<file path="src/rtl/bcd_converter_seq.sv">
// Sequential binary-to-BCD converter (double dabble, one step per clock).
// Accepts signed or unsigned words. Produces packed BCD digits, a sign flag,
// an overflow flag and a significant-digit count. Outputs are registered
// and hold their values between done pulses.
module bcd_converter_seq #(
  parameter int WIDTH  = 32,
  parameter int DIGITS = 10,
  parameter int CNT_W  = $clog2(WIDTH + 1)
) (
  input  logic                         clock,
  input  logic                         reset,
  input  logic                         start,
  input  logic                         signed_mode,
  input  logic [WIDTH-1:0]             value,
  output logic                         busy,
  output logic                         done,
  output logic [4*DIGITS-1:0]          decimal,
  output logic                         negative,
  output logic                         overflow,
  output logic [$clog2(DIGITS+1)-1:0]  digits_used
);

  localparam int DU_W = $clog2(DIGITS + 1);

  typedef enum logic [1:0] {IDLE, CONVERT, DONE} state_t;

  state_t              state_reg;
  logic [WIDTH-1:0]    mag_reg;
  logic [4*DIGITS-1:0] bcd_reg;
  logic                ovf_reg;
  logic                neg_reg;
  logic [CNT_W-1:0]    cnt_reg;

  logic [4*DIGITS-1:0] bcd_adj;
  logic [4*DIGITS-1:0] bcd_next;
  logic [WIDTH-1:0]    mag_next;
  logic                carry_out;
  logic [DIGITS-1:0]   digit_nz;
  logic [DU_W-1:0]     du_next;
  logic [WIDTH-1:0]    mag_load;
  logic                neg_load;

  // The most negative input negates to 2^(WIDTH-1), which still fits in WIDTH
  // unsigned bits, so it needs no special case.
  assign neg_load = signed_mode & value[WIDTH-1];
  assign mag_load = neg_load ? ((~value) + WIDTH'(1)) : value;

  // Add-3 correction for each digit. All digits are corrected in parallel
  // from the pre-shift accumulator value.
  // The post-shift digits are also flagged non-zero here, for the
  // significant-digit count.
  for (genvar gi = 0; gi < DIGITS; gi++) begin : g_digit
    assign bcd_adj[4*gi +: 4] = (bcd_reg[4*gi +: 4] >= 4'd5) ?
                                (bcd_reg[4*gi +: 4] + 4'd3) : bcd_reg[4*gi +: 4];
    assign digit_nz[gi] = |bcd_next[4*gi +: 4];
  end

  // Shift {bcd, magnitude} left by one. The bit leaving the top digit is lost
  // precision, so it is reported as overflow.
  assign bcd_next  = {bcd_adj[4*DIGITS-2:0], mag_reg[WIDTH-1]};
  assign carry_out = bcd_adj[4*DIGITS-1];
  assign mag_next  = {mag_reg[WIDTH-2:0], 1'b0};

  // The count is the position of the highest non-zero digit plus one.
  // It is 1 for a zero result.
  always_comb begin
    du_next = DU_W'(1);
    for (int k = 0; k < DIGITS; k++) begin
      if (digit_nz[k]) du_next = DU_W'(k + 1);
    end
  end

  // Control FSM, datapath registers and registered outputs
  always_ff @(posedge clock) begin
    if (reset) begin
      state_reg   <= IDLE;
      mag_reg     <= '0;
      bcd_reg     <= '0;
      ovf_reg     <= 1'b0;
      neg_reg     <= 1'b0;
      cnt_reg     <= '0;
      busy        <= 1'b0;
      done        <= 1'b0;
      decimal     <= '0;
      negative    <= 1'b0;
      overflow    <= 1'b0;
      digits_used <= DU_W'(1);
    end else begin
      case (state_reg)
        IDLE, DONE: begin
          done <= 1'b0;
          if (start) begin
            mag_reg   <= mag_load;
            neg_reg   <= neg_load;
            bcd_reg   <= '0;
            ovf_reg   <= 1'b0;
            cnt_reg   <= CNT_W'(WIDTH);
            busy      <= 1'b1;
            state_reg <= CONVERT;
          end else begin
            busy      <= 1'b0;
            state_reg <= IDLE;
          end
        end
        CONVERT: begin
          bcd_reg <= bcd_next;
          mag_reg <= mag_next;
          cnt_reg <= cnt_reg - CNT_W'(1);
          if (carry_out) ovf_reg <= 1'b1;
          if (cnt_reg == CNT_W'(1)) begin
            state_reg   <= DONE;
            busy        <= 1'b0;
            done        <= 1'b1;
            decimal     <= bcd_next;
            negative    <= neg_reg;
            overflow    <= ovf_reg | carry_out;
            digits_used <= du_next;
          end
        end
        default: begin
          state_reg <= IDLE;
          busy      <= 1'b0;
          done      <= 1'b0;
        end
      endcase
    end
  end

endmodule

</file>
<file path="config.mk">
export PLATFORM = sky130hd
export DESIGN_NAME = bcd_converter_seq
export DESIGN_NICKNAME = d
export VERILOG_FILES = /design/src/rtl/bcd_converter_seq.sv
export SDC_FILE = /design/constraint.sdc
export NUM_CORES = 1
export LEC_CHECK = 0
export ABC_AREA = 1
export BUFFER_PORTS_ARGS = -buffer_cell sky130_fd_sc_hd__buf_2
export CORE_ASPECT_RATIO = 1.2
export CORE_MARGIN = 10
export CORE_UTILIZATION = 50
export CTS_CLUSTER_DIAMETER = 30
export DETAILED_ROUTE_END_ITERATION = 16
export PLACE_DENSITY = 0.7
export SETUP_SLACK_MARGIN = 0.4
export SLEW_MARGIN = 40
export SYNTH_ARGS = -nofsm -noshare
export SYNTH_HDL_FRONTEND = slang
export SYNTH_SLANG_ARGS = --single-unit
</file>
<file path="constraint.sdc">
create_clock -name clock -period 4.2 [get_ports clock]
set_input_delay 0 -clock clock [delete_from_list [all_inputs] [get_ports clock]]
set_output_delay 0 -clock clock [all_outputs]
set_load 0.02 [all_outputs]
</file>
Word level (Yosys, flattened, before mapping) --
Index checks and enable logic that the tools add are counted.
Operators by class: reduce and logical (&&, ||, !) cells 17, multiplexer cells 35, magnitude comparators 10, shifts and indexed selects 0, equality and inequality tests 6, divide/modulo/power cells 0, add/sub/neg operators 12, bitwise operators 4, multipliers 0
Operators by type and width (number):
- 40-bit one-hot mux with 2 select lines | 1
- 4-bit two-way mux | 18
- 32-bit two-way mux | 2
- 32-bit one-hot mux with 2 select lines | 1
- 4-bit by 2-bit adder with 4-bit output (second input constant) | 10
- 4-bit by 3-bit greater-or-equal comparator with 1-bit output (second input constant) | 10
- 40-bit two-way mux | 1
- 4-bit OR reduction | 9
- 32-bit by 1-bit adder with 32-bit output (second input constant) | 1
- 32-bit NOT | 1
- 6-bit one-hot mux with 2 select lines | 1
- 6-bit by 1-bit == test with 1-bit output (second input constant) | 1
- 6-bit two-way mux | 1
- 2-bit inequality test (second input constant) | 3
- 2-bit AND reduction | 3
- 6-bit by 1-bit subtractor with 6-bit output (second input constant) | 1
- 1-bit two-way mux | 5
- 2-bit two-way mux | 2
- 1-bit one-hot mux with 2 select lines | 2
- 2-bit one-hot mux with 2 select lines | 1
- 2-bit OR reduction | 2
- 3-bit AND reduction | 1
- 2-bit by 1-bit == test with 1-bit output (second input constant) | 1
- 2-bit == test (second input constant) | 1
- 5 further kinds | 5
Storage, ports and cells: bits of input ports 36, memories kept 0, output and inout bits 48, bits in registers 130, bits in latches 0, logic and storage cells 96, bits in writable memories 0, ROM bits 0

Longest topological paths before layout --
word-level depth 12, depth in mapped cells 18, depth with buffers taken out 18

Worst setup path before layout --
Ideal clock, no wire load.
path type register -> register, start point register bcd_reg[20], end point register digits_used[2], data required time 4068 ps, buffers on the path 0, period minus slack after synthesis 1648 ps, arrival 1515 ps, slack 2552 ps, cell stages (with the launch flop) 13, setup time 132 ps, cell sequence dfxtp_1 -> inv_1 -> ha_1 -> nor2_1 -> a21oi_1 -> nand2_1 -> xor2_1 -> nand2_1 -> nor2_1 -> and2_2 -> nand2_1 -> nand2_1 -> a21oi_1
Between the ends: cells in the longest elaborated chain, start to end 8, elaborated cells on any way between the ends 10, classes of those cells add/sub: 1; order compare: 1; mux: 6; reduce/logical: 2
Ends and longest elaborated chain:
- start, declared | RTL line 29 | logic [4*DIGITS-1:0] bcd_reg;
- start signal, assigned | RTL line 106 | bcd_reg <= bcd_next;
- 4-bit by 2-bit adder with 4-bit output / 4-bit by 3-bit greater-or-equal comparator with 1-bit output (equally long branches) | RTL line 54, 53
- 4-bit two-way mux (*) | RTL line 53 | assign bcd_adj[4*gi +: 4] = (bcd_reg[4*gi +: 4] >= 4'd5) ?
- 4-bit OR reduction | RTL line 55 | assign digit_nz[gi] = |bcd_next[4*gi +: 4];
- 4-bit two-way mux | RTL line 69 | if (digit_nz[k]) du_next = DU_W'(k + 1);
- 4-bit two-way mux (*) (4 in a row) | RTL line 69
- end signal, assigned | RTL line 117 | digits_used <= du_next;
- end, declared | RTL line 20 | output logic [$clog2(DIGITS+1)-1:0] digits_used
Every way passes the cells marked *; elsewhere a longest branch is shown, timed or not. A chain may end at the register's enable or synchronous reset.

==> impl_metrics.py <==
metrics = {
    "run_status": {
        "status": "complete, no violations",
    },
    "place": {
        "dp_slack_ns": 1.83,
        "routabilityCongestion": 0.849,
        "io_buffers": 83,
        "post-dp-hpwl_um": 11800,
        "dp.cells": 1122,
        "placed_cell_area_um2": 7070,
    },
    "route": {
        "drtAntennaViolNets": 0,
        "drtIter0Drc": 479,
        "drtPass1Iterations": 6,
        "via_per_inst": 5.28,
        "routedWlPerCell_um": 14.4,
        "vias": 6214,
        "drcViolationCount": 0,
        "finalWirelength_um": 16900,
    },
    "synthesis": {
        "async_reset_ff_share_pct": 0,
        "ys_ff_latch": 129,
        "synth_top_area_share_pct": 39.2,
        "ys.flop_type": "dfxtp_1",
        "ys_warn_count": 0,
        "synth_edf_count": 0,
        "synthCells": 907,
        "synth_area_leader_cell": "dfxtp_1",
        "synth_nets": 966,
        "syn_avg_cell_area_um2": 7.26,
        "ys_seq_area_share_pct": 39.2,
        "netlist_top_cells_area": "dfxtp_1, nand2_1, o21ai_0",
        "ys_types": 51,
        "synth_area_um2": 6580,
    },
    "finish": {
        "fin_nets": 1059,
        "final_area_um2": 7850,
        "final_common_cell": "nand2_1",
        "layout-drive-gt1-share_pct": 17.3,
        "layout_common_cells": "nand2_1, dfxtp_1, inv_1, buf_2, o21ai_0",
        "final_util_pct": 61.4,
        "num_antenna_cells": 0,
        "area_delta_synth_final_pct": 19.3,
        "layout.cells.non_filler": 1177,
    },
    "clocking": {
        "clockBufferDepth": 2,
        "root_buffer": "clkbuf_16",
        "clk_latency_ns": 0.41,
        "hold_buffers": 23,
        "post-cts-setup-buffer-count": 0,
        "htreeDepth": 4,
        "cts_tree": "built",
        "cts.sinks": 129,
        "cts_buffers": 17,
        "cts_resized": 0,
        "clkTransAtPathRegs_ns": 0.05,
    },
    "global_routing": {
        "antenna_found_initial": 0,
        "gr-total-overflow": 0,
        "grt_start_max_net_pins": 54,
        "track_usage_pct": 18.2,
        "grt_pass1_vias": 5957,
        "grt_pass1_wl_um": 28300,
    },
    "die": {
        "initial_core_util_pct": 51.5,
        "io_pins": 84,
        "dieHeight_um": 146,
        "core_um2": 12800,
        "die_w_um": 125,
        "rows": 45,
        "die_area_um2": 18200,
    },
    "setup_path": {
        "cp-end-kind": "flop",
        "critPathMaxFanout": 28,
        "cp.required_ns": 4.45,
        "path_buf_inv": 4,
        "critPathTopFamily": "buffers and inverters",
        "path_class": "flop to flop",
        "cp.arrival_ns": 2.60,
        "crit_path_cell_trace": "inv_2 -> nor2_8 -> inv_4 -> nand2_2 -> nor2_1 -> inv_1 -> buf_4 -> o22ai_1",
        "critPathSlowestCell": "inv_1",
        "max_stage_delay_ns": 0.52,
        "startpoint_type": "flop",
    },
    "timing": {
        "drv_slew": 0,
        "setup_violations": 0,
        "setup_tns_ns": 0,
        "rsz0062_at_grt": "no",
        "worstMarginPinSlew_ns": 0.801,
        "fin_crit_ns": 2.35,
        "period_share_pct": 56.0,
        "whs_ns": 0.0111,
        "fin_ws_ns": 1.85,
        "finalClockSkew_ns": 0.0107,
        "finalHoldViolCount": 0,
        "max_freq_ghz": 0.425,
        "slew_headroom_pct": 46.6,
    },
    "power_and_ir_drop": {
        "p_total_mw": 3.07,
        "p_per_area_nw_per_um2": 391,
        "ir_drop_v": 0.000256,
        "p_leak_nw": 3.41,
    },
    "flow_run": {
        "max_cap_violations": 0,
    },
    "hold_path": {
        "hold_class": "input pin to flop",
    },
}
## power by group
part | internal, mW | switching, mW
Sequential | 1.29 | 0.0360
Combinational | 0.128 | 0.257
Clock | 0.837 | 0.521
## routing by layer
layer | vias to the layer above | wire (µm) | global-route usage [%] | share of wire [%]
li1 | 3235 | - | - | -
met1 | 2804 | 7840 | 22.3 | 46
met2 | 150 | 8070 | 30.3 | 48
met3 | 25 | 731 | 4.40 | 4.3
met4 | 0 | 291 | 6.36 | 1.7
met5 | - | 0 | 0 | 0
## path summary, 6_finish.rpt
path | endpoint | from | cells past startpoint | slack, ns
max | bcd_reg[5] | busy | 8 | 1.85
min | mag_reg[6] | value[6] | 4 | 0.01
max reg2reg | bcd_reg[5] | busy | 8 | 1.85
min reg2reg | digits_used[2] | digits_used[2] | 2 | 0.47
## synth_stat cells (all sizes together) (5+ instances only)
library cell,n
nand2,181
dfxtp,129
inv,115
o21ai,104
nor2,76
a21oi,67
nand3,56
o22ai,42
ha,23
clkbuf,21
a31oi,20
buf,14
nand4,8
nor3,8
xor2,8
and2,5
o211ai,5
## worst reg2reg max path, cell delays in order (launching register included)
cell and delay [ns]:
dfxtp_1 0.34, inv_2 0.07, nor2_8 0.31, inv_4 0.12
nand2_2 0.18, nor2_1 0.13, inv_1 0.52, buf_4 0.40
o22ai_1 0.13
## layout make-up
class | count | area [µm²]
repair buffers | 109 | 668
multi-input cells | 627 | 3410
clock buffers | 21 | 460
well taps | 164 | 205
inverters | 116 | 438
fillers | 1159 | 4930
flip-flops and latches | 129 | 2580
clock inverters | 11 | 88.8
## cell families after synthesis
family	Yosys count	synth area share, %
AO/OA/AOI/OAI	252	21.6
XOR/XNOR	9	1.54
adder cells (fa/ha/maj)	23	4.37
buffers and inverters	151	9.03
flip-flops	129	39.2
AND/OR/NAND/NOR	343	24.2
(Power assumes the default switching activity.)
